==> config.mk <==
export PLATFORM = sky130hd
export DESIGN_NAME = assert_event_monitor_flat
export DESIGN_NICKNAME = d
export VERILOG_FILES = /design/src/rtl/assert_event_monitor_if.sv /design/src/rtl/assert_event_monitor.sv /design/src/flat_wrapper.sv
export SDC_FILE = /design/constraint.sdc
export NUM_CORES = 1
export LEC_CHECK = 0
export ABC_AREA = 1
export BUFFER_PORTS_ARGS = -buffer_cell sky130_fd_sc_hd__buf_2
export CAP_MARGIN = 20
export CORE_AREA = 2 2 130 132
export DETAILED_ROUTE_END_ITERATION = 10
export DIE_AREA = 0 0 132 134
export PLACE_DENSITY = 0.74
export SYNTH_ARGS = -nofsm -noshare
export SYNTH_HDL_FRONTEND = slang
export SYNTH_SLANG_ARGS = --single-unit
export TNS_END_PERCENT = 5
==> constraint.sdc <==
create_clock -name clk -period 4.1 [get_ports clk]
set_clock_uncertainty 0.05 [all_clocks]
set_input_delay 0.205 -clock clk [delete_from_list [all_inputs] [get_ports clk]]
set_output_delay 0.205 -clock clk [all_outputs]
set_load 0.01 [all_outputs]
==> src/rtl/assert_event_monitor_if.sv <==
// Sample bus feeding the event monitor: one qualified a/b/c triple per cycle.
interface assert_event_monitor_if #(
  parameter int DATA_W = 4
);
  logic              in_valid;
  logic [DATA_W-1:0] a;
  logic [DATA_W-1:0] b;
  logic [DATA_W-1:0] c;

  modport master (output in_valid, a, b, c);
  modport slave  (input  in_valid, a, b, c);
endinterface

==> src/rtl/assert_event_monitor.sv <==
// Hardware checker for "(a > THRESH_AB | b > THRESH_AB) implies c <= LIMIT_C".
// Keeps saturating statistics, a sticky fail flag and a first-failure
// capture. Optionally halts on the first failure so the statistics freeze
// for readout.
//
// state | meaning
// ------+---------------------------------------------------------------
// IDLE  | disabled; no samples accepted, in-flight sample still retires
// RUN   | accepting one sample per cycle
// HALT  | frozen after first fail (STOP_ON_FAIL); leave via clr+en or en=0
module assert_event_monitor #(
  parameter int DATA_W       = 4,
  parameter int CNT_W        = 16,
  parameter int THRESH_AB    = 5,
  parameter int LIMIT_C      = 9,
  parameter bit STOP_ON_FAIL = 1'b0
) (
  input  logic                  clk,
  input  logic                  rst_n,
  input  logic                  en,
  input  logic                  clr,
  assert_event_monitor_if.slave smp,
  output logic                  pass_pulse,
  output logic                  fail_pulse,
  output logic [CNT_W-1:0]      sample_cnt,
  output logic [CNT_W-1:0]      attempt_cnt,
  output logic [CNT_W-1:0]      pass_cnt,
  output logic [CNT_W-1:0]      fail_cnt,
  output logic [CNT_W-1:0]      vacuous_cnt,
  output logic                  fail_sticky,
  output logic [DATA_W-1:0]     first_fail_a,
  output logic [DATA_W-1:0]     first_fail_b,
  output logic [DATA_W-1:0]     first_fail_c,
  output logic [CNT_W-1:0]      first_fail_idx,
  output logic [1:0]            state
);

  typedef enum logic [1:0] {
    ST_IDLE = 2'b00,
    ST_RUN  = 2'b01,
    ST_HALT = 2'b10
  } state_t;

  localparam logic [DATA_W-1:0] THR = DATA_W'(THRESH_AB);
  localparam logic [DATA_W-1:0] LIM = DATA_W'(LIMIT_C);

  state_t            state_q;
  state_t            state_d;

  logic              s1_valid;
  logic [DATA_W-1:0] s1_a;
  logic [DATA_W-1:0] s1_b;
  logic [DATA_W-1:0] s1_c;

  logic              accept;
  logic              eval;
  logic              ante;
  logic              cons;
  logic              is_pass;
  logic              is_fail;
  logic              is_vac;

  // Counters stick at all-ones instead of wrapping.
  function automatic logic [CNT_W-1:0] sat_inc(input logic [CNT_W-1:0] v);
    return (&v) ? v : v + CNT_W'(1);
  endfunction

  assign accept  = smp.in_valid & (state_q == ST_RUN) & ~clr;
  // clr wins over a retiring sample: it is dropped, not counted.
  assign eval    = s1_valid & ~clr;
  assign ante    = (s1_a > THR) | (s1_b > THR);
  assign cons    = (s1_c <= LIM);
  assign is_pass = eval & ante & cons;
  assign is_fail = eval & ante & ~cons;
  assign is_vac  = eval & ~ante;
  assign state   = state_q;

  // Mode state register.
  always_ff @(posedge clk or negedge rst_n) begin
    if (!rst_n) state_q <= ST_IDLE;
    else        state_q <= state_d;
  end

  // Mode next-state; en=0 dominates, a fail halts only when configured to.
  always_comb begin
    state_d = state_q;
    case (state_q)
      ST_IDLE: if (en) state_d = ST_RUN;
      ST_RUN: begin
        if (!en)                          state_d = ST_IDLE;
        else if (STOP_ON_FAIL && is_fail) state_d = ST_HALT;
      end
      ST_HALT: begin
        if (!en)      state_d = ST_IDLE;
        else if (clr) state_d = ST_RUN;
      end
      default: state_d = ST_IDLE;
    endcase
  end

  // S1: capture the accepted sample; clr flushes the valid bit.
  always_ff @(posedge clk or negedge rst_n) begin
    if (!rst_n) begin
      s1_valid <= 1'b0;
      s1_a     <= '0;
      s1_b     <= '0;
      s1_c     <= '0;
    end else begin
      s1_valid <= accept;
      if (accept) begin
        s1_a <= smp.a;
        s1_b <= smp.b;
        s1_c <= smp.c;
      end
    end
  end

  // S2: one-cycle result pulses for the sample retiring this edge.
  always_ff @(posedge clk or negedge rst_n) begin
    if (!rst_n) begin
      pass_pulse <= 1'b0;
      fail_pulse <= 1'b0;
    end else begin
      pass_pulse <= is_pass;
      fail_pulse <= is_fail;
    end
  end

  // S2: saturating statistics.
  always_ff @(posedge clk or negedge rst_n) begin
    if (!rst_n) begin
      sample_cnt  <= '0;
      attempt_cnt <= '0;
      pass_cnt    <= '0;
      fail_cnt    <= '0;
      vacuous_cnt <= '0;
    end else if (clr) begin
      sample_cnt  <= '0;
      attempt_cnt <= '0;
      pass_cnt    <= '0;
      fail_cnt    <= '0;
      vacuous_cnt <= '0;
    end else if (eval) begin
      sample_cnt <= sat_inc(sample_cnt);
      if (is_vac)  vacuous_cnt <= sat_inc(vacuous_cnt);
      if (ante)    attempt_cnt <= sat_inc(attempt_cnt);
      if (is_pass) pass_cnt    <= sat_inc(pass_cnt);
      if (is_fail) fail_cnt    <= sat_inc(fail_cnt);
    end
  end

  // S2: sticky flag and first-failure capture (index is pre-increment count).
  always_ff @(posedge clk or negedge rst_n) begin
    if (!rst_n) begin
      fail_sticky    <= 1'b0;
      first_fail_a   <= '0;
      first_fail_b   <= '0;
      first_fail_c   <= '0;
      first_fail_idx <= '0;
    end else if (clr) begin
      fail_sticky    <= 1'b0;
      first_fail_a   <= '0;
      first_fail_b   <= '0;
      first_fail_c   <= '0;
      first_fail_idx <= '0;
    end else if (is_fail) begin
      fail_sticky <= 1'b1;
      if (!fail_sticky) begin
        first_fail_a   <= s1_a;
        first_fail_b   <= s1_b;
        first_fail_c   <= s1_c;
        first_fail_idx <= sample_cnt;
      end
    end
  end

endmodule

==> src/flat_wrapper.sv <==
// flat-port wrapper written by rule: the top's interface ports become plain ports
module assert_event_monitor_flat 
#(
  parameter int DATA_W       = 4,
  parameter int CNT_W        = 16,
  parameter int THRESH_AB    = 5,
  parameter int LIMIT_C      = 9,
  parameter bit STOP_ON_FAIL = 1'b0
)
  (clk, rst_n, en, clr, pass_pulse, fail_pulse, sample_cnt, attempt_cnt, pass_cnt, fail_cnt, vacuous_cnt, fail_sticky, first_fail_a, first_fail_b, first_fail_c, first_fail_idx, state, smp_in_valid, smp_a, smp_b, smp_c);
  assert_event_monitor_if #(.DATA_W(DATA_W)) smp_i ();
  input  logic clk;
  input  logic rst_n;
  input  logic en;
  input  logic clr;
  output logic pass_pulse;
  output logic fail_pulse;
  output logic [CNT_W-1:0] sample_cnt;
  output logic [CNT_W-1:0] attempt_cnt;
  output logic [CNT_W-1:0] pass_cnt;
  output logic [CNT_W-1:0] fail_cnt;
  output logic [CNT_W-1:0] vacuous_cnt;
  output logic fail_sticky;
  output logic [DATA_W-1:0] first_fail_a;
  output logic [DATA_W-1:0] first_fail_b;
  output logic [DATA_W-1:0] first_fail_c;
  output logic [CNT_W-1:0] first_fail_idx;
  output logic [1:0] state;
  input wire logic [$bits(smp_i.in_valid)-1:0] smp_in_valid;
  input wire logic [$bits(smp_i.a)-1:0] smp_a;
  input wire logic [$bits(smp_i.b)-1:0] smp_b;
  input wire logic [$bits(smp_i.c)-1:0] smp_c;
  assign smp_i.in_valid = smp_in_valid;
  assign smp_i.a = smp_a;
  assign smp_i.b = smp_b;
  assign smp_i.c = smp_c;
  assert_event_monitor #(.DATA_W(DATA_W), .CNT_W(CNT_W), .THRESH_AB(THRESH_AB), .LIMIT_C(LIMIT_C), .STOP_ON_FAIL(STOP_ON_FAIL)) u_core (.clk(clk), .rst_n(rst_n), .en(en), .clr(clr), .smp(smp_i), .pass_pulse(pass_pulse), .fail_pulse(fail_pulse), .sample_cnt(sample_cnt), .attempt_cnt(attempt_cnt), .pass_cnt(pass_cnt), .fail_cnt(fail_cnt), .vacuous_cnt(vacuous_cnt), .fail_sticky(fail_sticky), .first_fail_a(first_fail_a), .first_fail_b(first_fail_b), .first_fail_c(first_fail_c), .first_fail_idx(first_fail_idx), .state(state));
endmodule
# Word-level counts from Yosys, hierarchy flattened
# Cells that the tools add are included.
# W data, S select, Z words.
[totals]
ff_bits = 126
latch_bits = 0
ramBits = 0
romBits = 0
inputBits = 17
output_inout_bits = 113
word_cells = 103
memories = 0
[classes]
n_addsub = 5
multipliers = 0
div = 0
n_lt_le_gt_ge = 3
eq_ne = 11
shift = 0
mux = 38
n_bitwise = 11
n_reduce_logical = 18
[ops]
columns = ["op", "n"]
rows = [
  ["$mux W16", 22],
  ["$add A16 B1 Y16 const B", 5],
  ["$reduce_and A16 Y1", 5],
  ["$mux W4", 9],
  ["$ne A2 B2 Y1 const B", 8],
  ["$reduce_and A3 Y1", 5],
  ["$reduce_bool A2 Y1", 5],
  ["$gt A4 B3 Y1 const B", 2],
  ["$mux W2", 4],
  ["$and A1 B1 Y1", 7],
  ["$pmux W2 S3", 1],
  ["$le A4 B4 Y1 const B", 1],
  ["$reduce_and A2 Y1", 2],
  ["$ne A3 B3 Y1 const B", 1],
  ["$not A1 Y1", 3],
  ["$eq A2 B1 Y1 const B", 1],
  ["$eq A2 B2 Y1 const B", 1],
  ["$logic_not A2 Y1", 1],
  ["$mux W1", 2],
  ["$or A1 B1 Y1", 1],
]

# Logic depth before layout (Yosys ltp)
# Gate-level depths: netlist of run 1.
[depth]
word_depth = 7
ltp_mapped = 11
ltp_nobuf = 10

# Worst setup path before layout of run 1
# Ideal clock, no wire load.
[synth_timing]
path_kind = "reg2reg"
from = "register u_core.attempt_cnt[0]"
to = "register u_core.attempt_cnt[11]"
setup_time_ps = 119
arrival_time_ps = 1479
required_ps = 3931
setup_slack_ps = 2452
stages_incl_launch_ff = 10
n_path_buf = 1
period_less_slack_ps = 1648
path_cell_list = "dfrtp_1 -> ha_1 -> nand2_2 -> nor2_4 -> nand2_2 -> nor2_4 -> nor2_4 -> nor2_8 -> buf_6 -> o21ai_2"
[synth_between]
elab_chain_len = 5
word_cells_on_any_way = 8
classes_between = "add/sub (1); eq/ne (1); mux (4); reduce/logical (2)"
[synth_rtl]
columns = ["element", "line", "rtl"]
rows = [
  ["start: declaration", "assert_event_monitor.sv:26", "output logic [CNT_W-1:0] attempt_cnt,"],
  ["start signal: assignment", "assert_event_monitor.sv:146", "if (ante) attempt_cnt <= sat_inc(attempt_cnt);"],
  ["$add A16 B1 Y16", "assert_event_monitor.sv:65", "return (&v) ? v : v + CNT_W'(1);"],
  ["$mux W16", "assert_event_monitor.sv:65", ""],
  ["$mux W16", "assert_event_monitor.sv:146", ""],
  ["$mux W16", "assert_event_monitor.sv:143", "end else if (eval) begin"],
  ["$mux W16", "assert_event_monitor.sv:137", "end else if (clr) begin"],
]
# Parallel ways exist; a longest one is shown, timed or not. The select of a mux whose other input is x is not followed.
# A chain may end at the register's enable or synchronous reset.

# Final worst setup path of run 1
[layout_timing]
from = "register u_core.fail_cnt[0]"
to = "register u_core.fail_cnt[15]"
[layout_between]
elab_chain_len = 5
word_cells_on_any_way = 8
classes_between = "add/sub (1); eq/ne (1); mux (4); reduce/logical (2)"
[layout_rtl]
columns = ["element", "line", "rtl"]
rows = [
  ["start: declaration", "assert_event_monitor.sv:28", "output logic [CNT_W-1:0] fail_cnt,"],
  ["start signal: assignment", "assert_event_monitor.sv:148", "if (is_fail) fail_cnt <= sat_inc(fail_cnt);"],
  ["$add A16 B1 Y16", "assert_event_monitor.sv:65", ""],
  ["$mux W16", "assert_event_monitor.sv:65", ""],
  ["$mux W16", "assert_event_monitor.sv:148", ""],
  ["$mux W16", "assert_event_monitor.sv:143", ""],
  ["$mux W16", "assert_event_monitor.sv:137", ""],
]
# Parallel ways exist; a longest one is shown, timed or not. The select of a mux whose other input is x is not followed.

==> metrics.yaml, run 1 <==
tightest_slew_ps: 904
crit_type: "reg2reg"
status: "finished clean"
via_per_inst: 4.97
worst-path-max-fanout: 30
grt_pass1_vias: 6204
clkTransAtPathRegs_ps: 60
dieArea_sq_um: 17700
slew_viol_final: 0
start_util_pct: 44.2
final_common_cell: "nand2_1"
core-area_sq_um: 16300
cp.arrival_ps: 2460
worst_hold_path_type: "in2async"
drive_gt1_share_pct: 21.8
ys_warn_count: 0
ctsResizeCount: 0
end_kind: "flip-flop"
rows: 47
ys_seq_area_share_pct: 43.4
required_ps: 4310
period_share_pct: 55.0
gp_congestion: 0.899
syn_area_sq_um: 7200
synth-edff-count: 0
ir_drop_mv: 0.275
cts_root_buffer: "clkbuf_16"
setup_viol: 0
drt_wl_total_microns: 17100
drt_first_pass_iters: 5
drt_iter0_markers: 354
cts.sinks: 125
nNetsFinal: 1113
fmaxAchievable_mhz: 443
hold_viol: 0
grt_pass1_wl_microns: 29500
grt_max_degree: 67
dpl.hpwl_microns: 11900
max-slew-margin-rel_pct: 39.6
drc_errors: 0
routedWlPerCell_microns: 12.9
drv_cap: 0
period_minus_slack_ps: 2260
start_kind: "flip-flop"
avgSynthCellArea_sq_um: 7.49
whs_ps: 315
synthArstFlopShare_pct: 100
clk_latency_ps: 410
finalSetupTns_ps: 0
num-fill-cells: 1561
ys_types: 35
antenna_left: 0
ys_ff_latch: 125
port_buffers: 128
die_w_microns: 132
diodes: 0
final_cell_mix: "337 x nand2_1, 127 x buf_2, 125 x dfrtp_1, 90 x nor2_1, 81 x nand3_1"
synth_cells: 962
syn_to_final_growth_pct: 20.0
preCtsSetupSlack_ps: 1560
gr-total-overflow: 0
syn_nets: 984
worst_slack_ps: 1840
htreeDepth: 4
ys.flop_type: "dfrtp_1"
die-height_microns: 134
cts_tree: "done"
grt_usage_pct: 20.4
p_per_area_nw_per_um2: 362
grt_setup_unrepaired: "false"
numCtsBuffers: 17
ios: 130
antenna_found_initial: 0
cts_buffer_depth: 2
power.leakage_nw: 4.16
via_count: 6586
cell usage after synthesis, types with 3 or more instances:
cell / n / area share [%]
nand2_1: 337 / 18
dfrtp_1: 125 / 43
nor2_1: 90 / 4.7
nand3_1: 81 / 5.6
inv_1: 64 / 3.3
o21ai_0: 52 / 3.6
nand2_2: 28 / 2.4
nand4_1: 26 / 2.3
o21ai_1: 24 / 1.7
xor2_1: 18 / 2.2
o21ai_2: 16 / 1.9
buf_2: 12 / 0.83
o21bai_1: 12 / 1.3
clkbuf_1: 9 / 0.47
nor2_2: 8 / 0.69
or2_2: 8 / 0.69
buf_6: 7 / 1.1
nor2_4: 7 / 1.1
nor3_1: 6 / 0.42
buf_4: 5 / 0.52
ha_1: 5 / 0.87
nor2_8: 3 / 0.83
through the flow:
step           cells  total power, mW  utilization (%)  instance area (sq um)
2_1_floorplan    962             1.52                -                   7200
3_3_place_gp    1278             1.61             48.5                   7890
3_5_place_dp    1278             1.61             48.5                   7890
4_1_cts         1324             3.17             53.0                   8640
5_1_grt         1324             3.28             53.0                   8640
6_report        1324             3.13             53.0                   8640
layout make-up:
type	instances	area, sq um	area share (%)
inverters	68	259	3.00
well taps	220	275	3.19
repair buffers	145	806	9.33
flip-flops and latches	125	3130	36.2
multi-input cells	734	3560	41.3
clock buffers	19	443	5.13
clock inverters	13	165	1.91
where the power goes:
group          switching, mW  internal, mW  total [mW]
Sequential            0.0507          1.29        1.34
Clock                  0.561         0.974        1.53
Combinational          0.173        0.0856       0.259
Total                  0.785          2.35        3.13
path summary, 6_finish.rpt:
kind                                            from                        end  slack [ps]  cells after the start
setup / recovery                  u_core.fail_cnt[0]        u_core.fail_cnt[15]        1840                      6
hold / removal                                 rst_n   u_core.first_fail_idx[5]         320                      2
setup reg to reg                  u_core.fail_cnt[0]        u_core.fail_cnt[15]        1840                      6
hold reg to reg            u_core.first_fail_idx[12]  u_core.first_fail_idx[12]         430                      2
max in group asynchronous                      rst_n      u_core.vacuous_cnt[3]        2710                      3
min in group clk                        smp_in_valid             u_core.s1_b[1]         330                      4
layer usage:
layer	up-vias	share of wire, %	wire, microns	GRT usage, %
met3	26	5.2	895	4.35
met4	0	1.9	324	7.67
met1	3020	45	7760	25.9
li1	3366	-	-	-
met5	-	0	0	0
met2	174	48	8140	34.3
repair_timing:
action | 4_1_cts | 5_1_grt
buffers inserted | 0 | 0
setup endpoints to repair | 0 | 0
endpoints found under the hold margin | 62 | 0
hold buffers | 14 | 0
cells by family after synthesis:
logic type | synth area share (%)
buf+inv | 7.07
xor+xnor | 2.43
fa+ha+maj | 0.869
flops | 43.4
compound gates | 8.76
other cells | 0.0521
simple gates | 37.4
sequential cells by signal, summed over array words and instances (netlist names):
name,cells
u_core.attempt_cnt,16
u_core.fail_cnt,16
u_core.first_fail_idx,16
u_core.pass_cnt,16
u_core.sample_cnt,16
u_core.vacuous_cnt,16
u_core.first_fail_a,4
u_core.first_fail_b,4
u_core.first_fail_c,4
u_core.s1_a,4
u_core.s1_b,4
u_core.s1_c,4
u_core.fail_pulse,1
u_core.fail_sticky,1
u_core.pass_pulse,1
u_core.s1_valid,1
u_core.state,1
worst max-delay path: stages (launching register included):
cell and delay (ps):
dfrtp_1 470, ha_1 210, nand2_1 120, nor2_4 230
nand4_1 120, nand2_1 680, o21ai_0 210
No activity file was read; power rests on OpenSTA's default activity.
==> run 2, diff against run 1 <==
--- a/config.mk
+++ b/config.mk
@@ -11,7 +11,7 @@
 export CORE_AREA = 2 2 130 132
 export DETAILED_ROUTE_END_ITERATION = 10
 export DIE_AREA = 0 0 132 134
-export PLACE_DENSITY = 0.74
+export PLACE_DENSITY = 0.76
 export SYNTH_ARGS = -nofsm -noshare
 export SYNTH_HDL_FRONTEND = slang
 export SYNTH_SLANG_ARGS = --single-unit
==> constraint.sdc (replaced) <==
create_clock -name clk -period 1.9 [get_ports clk]
set_clock_uncertainty 0.05 [all_clocks]
set_input_delay 0.095 -clock clk [delete_from_list [all_inputs] [get_ports clk]]
set_output_delay 0.095 -clock clk [all_outputs]
set_load 0.01 [all_outputs]
==> run 2 against run 1 <==
Against the previous run: sequential power rose by 110%; first-iteration DRC count is 34% higher; die area stayed put; flip-flop and latch count did not move; largest cell class unchanged; core utilization rose by 1.9 points; final cell count up 1.8%; non-clock buffer count is 24 higher; maximum frequency increased by 29%; combinational power up 140%; clock power grew 140%; clock-buffer cell count unchanged.
==> metrics.yaml, run 2 (same netlist as run 1, synthesis figures left out) <==
cts_buffer_depth: 2
worst-path-max-fanout: 20
p_sw_mw: 1.73
ios: 130
hold_viol: 0
regToRegSetupSlack_ps: 160
crit_type: "reg2reg"
nNetsFinal: 1137
port_buffers: 128
start_kind: "flip-flop"
die_w_microns: 132
critPathBufInv: 0
die-height_microns: 134
drt_iter0_markers: 473
final_common_cell: "nand2_1"
ir_drop_mv: 0.613
diodes: 0
holdPathEnd: "u_core.sample_cnt[7]"
rows: 47
htreeDepth: 4
crit_chain: "ha_4, nand2_2, nor2_4, nand2_2, nor2_4, nor2_4, nor2_8, nand2_1, nand2_1"
rr_worst_depth: 9
placed_cells: 1302
drt_first_pass_iters: 5
worst_hold_path_type: "in2reg"
antenna_left: 0
max_stage_delay_ps: 420
required_ps: 2200
cts_setup_buffers: 0
final_cell_mix: "337 x nand2_1, 127 x buf_2, 124 x dfrtp_1, 90 x nor2_1, 81 x nand3_1"
p_int_mw: 5.47
status: "finished clean"
cp_top_family: "simple AND/OR/NAND/NOR gates"
utilization_pct: 55.0
via_count: 6734
hold_start: "clr"
final-instance-count-excl-fill: 1348
grt_setup_unrepaired: "true"
clk_latency_ps: 410
drive_gt1_share_pct: 23.7
grt_pass1_vias: 6219
clkTransAtPathRegs_ps: 60
finalSetupTns_ps: 0
period_share_pct: 91.8
r2r_end: "u_core.attempt_cnt[6]"
p_sw_share_pct: 24.0
dpl.hpwl_microns: 12100
syn_to_final_growth_pct: 24.3
drc_errors: 0
slew_viol_final: 0
finalPower_mw: 7.20
dieArea_sq_um: 17700
start_util_pct: 44.2
p_comb_share_pct: 8.5
period_minus_slack_ps: 1740
via_per_inst: 5.00
drv_cap: 0
whs_ps: 106
setup_viol: 0
grt_pass1_wl_microns: 29800
cts_tree: "done"
antenna_found_initial: 0
power.share.sequential_pct: 39.9
power_frac_clock_pct: 51.5
fmaxAchievable_mhz: 573
routedWlPerCell_microns: 13.0
p_per_area_nw_per_um2: 804
grt_max_degree: 72
power.leakage_nw: 4.32
gr-total-overflow: 0
core-area_sq_um: 16300
grt_usage_pct: 20.5
end_kind: "flip-flop"
crit_top_cell: "nor2_4"
r2r_start: "u_core.attempt_cnt[1]"
num-fill-cells: 1513
cts.sinks: 125
numCtsBuffers: 17
drt_wl_total_microns: 17600
worst_path_max_delay_cell: "dfrtp_1"
holdPathStages: 4
cts_root_buffer: "clkbuf_16"
gp_congestion: 0.869
cp.arrival_ps: 2050
run 2: repair_timing:
| item | in CTS | in global routing |
|---|---|---|
| resized for setup | 0 | 6 |
| hold buffers | 14 | 0 |
| endpoints found under the setup margin | 0 | 32 |
| hold endpoints to repair | 49 | 0 |
run 2: metrics by stage:
step	setup slack [ps]	cell area (sq um)
floorplan	252	7200
global placement	125	8120
detailed placement	60.6	8120
CTS	50.4	8930
global route	-22.6	8950
finish	155	8950
run 2: metal layers:
metal | vias to the layer above | wire [microns] | global-route usage (%)
li1 | 3399 | - | -
met2 | 220 | 8320 | 34.3
met5 | - | 0 | 0
met4 | 0 | 234 | 6.58
met1 | 3099 | 8100 | 27.3
met3 | 16 | 915 | 3.63
run 2: final cells by class:
| cell class | instances | area [sq um] | share of cell area, % |
|---|---|---|---|
| clock buffers | 19 | 433 | 4.84 |
| clock inverters | 13 | 236 | 2.64 |
| inverters | 68 | 260 | 2.91 |
| multi-input cells | 734 | 3580 | 40.0 |
| flip-flops and latches | 125 | 3130 | 35.0 |
| well taps | 220 | 275 | 3.08 |
| repair buffers | 169 | 1040 | 11.6 |
run 2: worst max path at each step:
stage | to | from | slack, ps | cells past startpoint
floorplan | u_core.attempt_cnt[11] | u_core.attempt_cnt[0] | 250 | 9
detailed placement | u_core.attempt_cnt[12] | u_core.attempt_cnt[0] | 60 | 8
global placement | u_core.attempt_cnt[6] | u_core.attempt_cnt[0] | 130 | 9
finish | u_core.attempt_cnt[6] | u_core.attempt_cnt[1] | 160 | 9
global route | u_core.attempt_cnt[1] | u_core.attempt_cnt[1] | -20 | 9
CTS | u_core.attempt_cnt[6] | u_core.attempt_cnt[0] | 50 | 9
run 2: power by group through the flow:
stage               sequential (mW)  clock [mW]  combinational [mW]
floorplan                      2.94           0               0.336
global placement               2.91           0               0.587
detailed placement             2.92           0               0.600
CTS                            2.87        3.77               0.626
global route                   2.89        3.90               0.693
finish                         2.87        3.71               0.615
run 2: worst register-to-register path, delay by kind of cell (launching register included):
family        cells  cell delay [ps]
flops             1              420
fa+ha+maj         1              190
simple gates      8             1030
==> run 3, diff against run 2 <==
--- a/config.mk
+++ b/config.mk
@@ -11,8 +11,8 @@
 export CORE_AREA = 2 2 130 132
 export DETAILED_ROUTE_END_ITERATION = 10
 export DIE_AREA = 0 0 132 134
-export PLACE_DENSITY = 0.76
+export PLACE_DENSITY = 0.68
 export SYNTH_ARGS = -nofsm -noshare
 export SYNTH_HDL_FRONTEND = slang
 export SYNTH_SLANG_ARGS = --single-unit
-export TNS_END_PERCENT = 5
+export TNS_END_PERCENT = 20
==> run 3 against run 2 <==
Against the previous run: first-iteration DRC count down 7.0%; via count up 0.39%; critical path depth down 1; combinational power up 6.0%; sequential share of layout area about the same; hold slack worse by 45 ps; clock power down 16%; total power down 7.7%; wire length up 3.3%; largest power group unchanged; highest routed layer unchanged.
==> metrics.yaml, run 3 (same netlist as run 1, synthesis figures left out) <==
drt_first_pass_iters: 5
numCtsBuffers: 17
start_util_pct: 44.2
dieArea_sq_um: 17700
final_common_cell: "nand2_1"
rows: 47
drv_cap: 0
grt_usage_pct: 21.3
finalSetupTns_ps: 0
start_kind: "flip-flop"
grt_max_degree: 57
cts_tree: "done"
status: "finished clean"
htreeDepth: 4
worst_path_max_delay_cell: "dfrtp_1"
dpl.hpwl_microns: 12500
cts_root_buffer: "clkbuf_16"
die_w_microns: 132
grt_util_met1_pct: 28.2
worst_hold_path_type: "in2async"
nNetsFinal: 1145
regToRegSetupSlack_ps: 130
routedWlPerCell_microns: 13.4
fmaxAchievable_mhz: 565
cts_buffer_depth: 2
crit_top_cell: "nor2_4"
r2r_start: "u_core.attempt_cnt[1]"
cp.arrival_ps: 2010
gr-total-overflow: 0
required_ps: 2140
port_buffers: 128
die-height_microns: 134
num-fill-cells: 1523
grt_pass1_vias: 6309
period_minus_slack_ps: 1770
grt_use_met2_pct: 35.0
core-area_sq_um: 16300
p_per_area_nw_per_um2: 743
utilization_pct: 54.9
crit_chain: "ha_4, nand2_2, nor2_4, nand2_2, nor2_4, nor2_4, nor2_4, o21ai_2"
clk_latency_ps: 420
cts.sinks: 125
grt_setup_unrepaired: "false"
hold_viol: 0
rr_worst_depth: 8
clkTransAtPathRegs_ps: 60
grtUsageMet3_pct: 3.93
tightest_slew_ps: 507
r2r_end: "u_core.attempt_cnt[12]"
max-slew-margin-rel_pct: 66.1
drive_gt1_share_pct: 24.1
grt-busiest-layer: "met2"
ios: 130
via_count: 6760
slew_viol_final: 0
setup_viol: 0
syn_to_final_growth_pct: 24.1
drc_errors: 0
via_per_inst: 4.99
end_kind: "flip-flop"
worst-path-max-fanout: 10
power.leakage_nw: 4.34
final_cell_mix: "337 x nand2_1, 127 x buf_2, 125 x dfrtp_1, 90 x nor2_1, 81 x nand3_1"
cts_setup_buffers: 0
ir_drop_mv: 0.641
period_share_pct: 93.1
drt_wl_total_microns: 18200
crit_type: "reg2reg"
finalPower_mw: 6.64
max_stage_delay_ps: 420
antenna_left: 0
antenna_found_initial: 0
drt_iter0_markers: 440
diodes: 0
grt_pass1_wl_microns: 30700
gp_congestion: 0.870
-- run 3: cell types whose count changed in the layout (fill, tap and decap cells not counted), moves of 2 or more --
cell / change
clkinvlp_4: -2
buf_12: +2
bufinv_16: -5
clkinv_4: +4
buf_4: +6
clkbuf_8: +2
clkinv_2: +3
-- run 3: critical path, delay by kind of cell (launching register included) --
kind / cells / cell delay [ps]
AO/OA/AOI/OAI: 1 / 100
flip-flops: 1 / 420
adder cells (fa/ha/maj): 1 / 180
AND/OR/NAND/NOR: 6 / 880
-- run 3: final cells by class --
type                       instances  area [sq um]  area share [%]
sequential                       125          3130            35.0
clock inverter                    12           113            1.26
clock buffer                      20           457            5.11
timing repair buffer             176          1110            12.5
inverter                          68           260            2.91
tap                              220           275            3.08
multi-input combinational        735          3590            40.2
-- run 3: repair_timing --
action                                 CTS  global route
setup endpoints to repair                0            18
resized for setup                        0             3
hold buffers                            14             0
endpoints found under the hold margin  138             0
-- run 3: report_power, final --
part,internal (mW),switching (mW),leakage [nW]
Sequential,2.78,0.0890,1.71
Clock,1.88,1.25,0.277
Combinational,0.238,0.413,2.35
Total,4.89,1.75,4.34
-- run 3: per-layer routing --
metal	vias up	part of all wire, %
met2	189	47
met1	3130	46
li1	3409	-
met5	-	0
met4	0	1.9
met3	32	4.5
-- run 3: through the flow --
stage | cells | cell area [sq um] | setup WS, ps | hold slack, ps
5_1_grt | 1356 | 8930 | 0.274 | 83.1
3_5_place_dp | 1309 | 8200 | 92.7 | -36.9
4_1_cts | 1355 | 8910 | 77.6 | 57.0
3_3_place_gp | 1309 | 8200 | 161 | -37.3
6_report | 1356 | 8930 | 131 | 61.0
2_1_floorplan | 962 | 7200 | 252 | -251
-- run 3: worst max path at each step --
stage / to / slack, ps / from
after CTS: u_core.attempt_cnt[13] / 80 / u_core.attempt_cnt[1]
after global placement: u_core.attempt_cnt[8] / 160 / u_core.attempt_cnt[1]
final: u_core.attempt_cnt[12] / 130 / u_core.attempt_cnt[1]
after detailed placement: u_core.attempt_cnt[13] / 90 / u_core.attempt_cnt[1]
after floorplan: u_core.attempt_cnt[11] / 250 / u_core.attempt_cnt[0]
after global routing: u_core.attempt_cnt[12] / 0.3 / u_core.attempt_cnt[1]
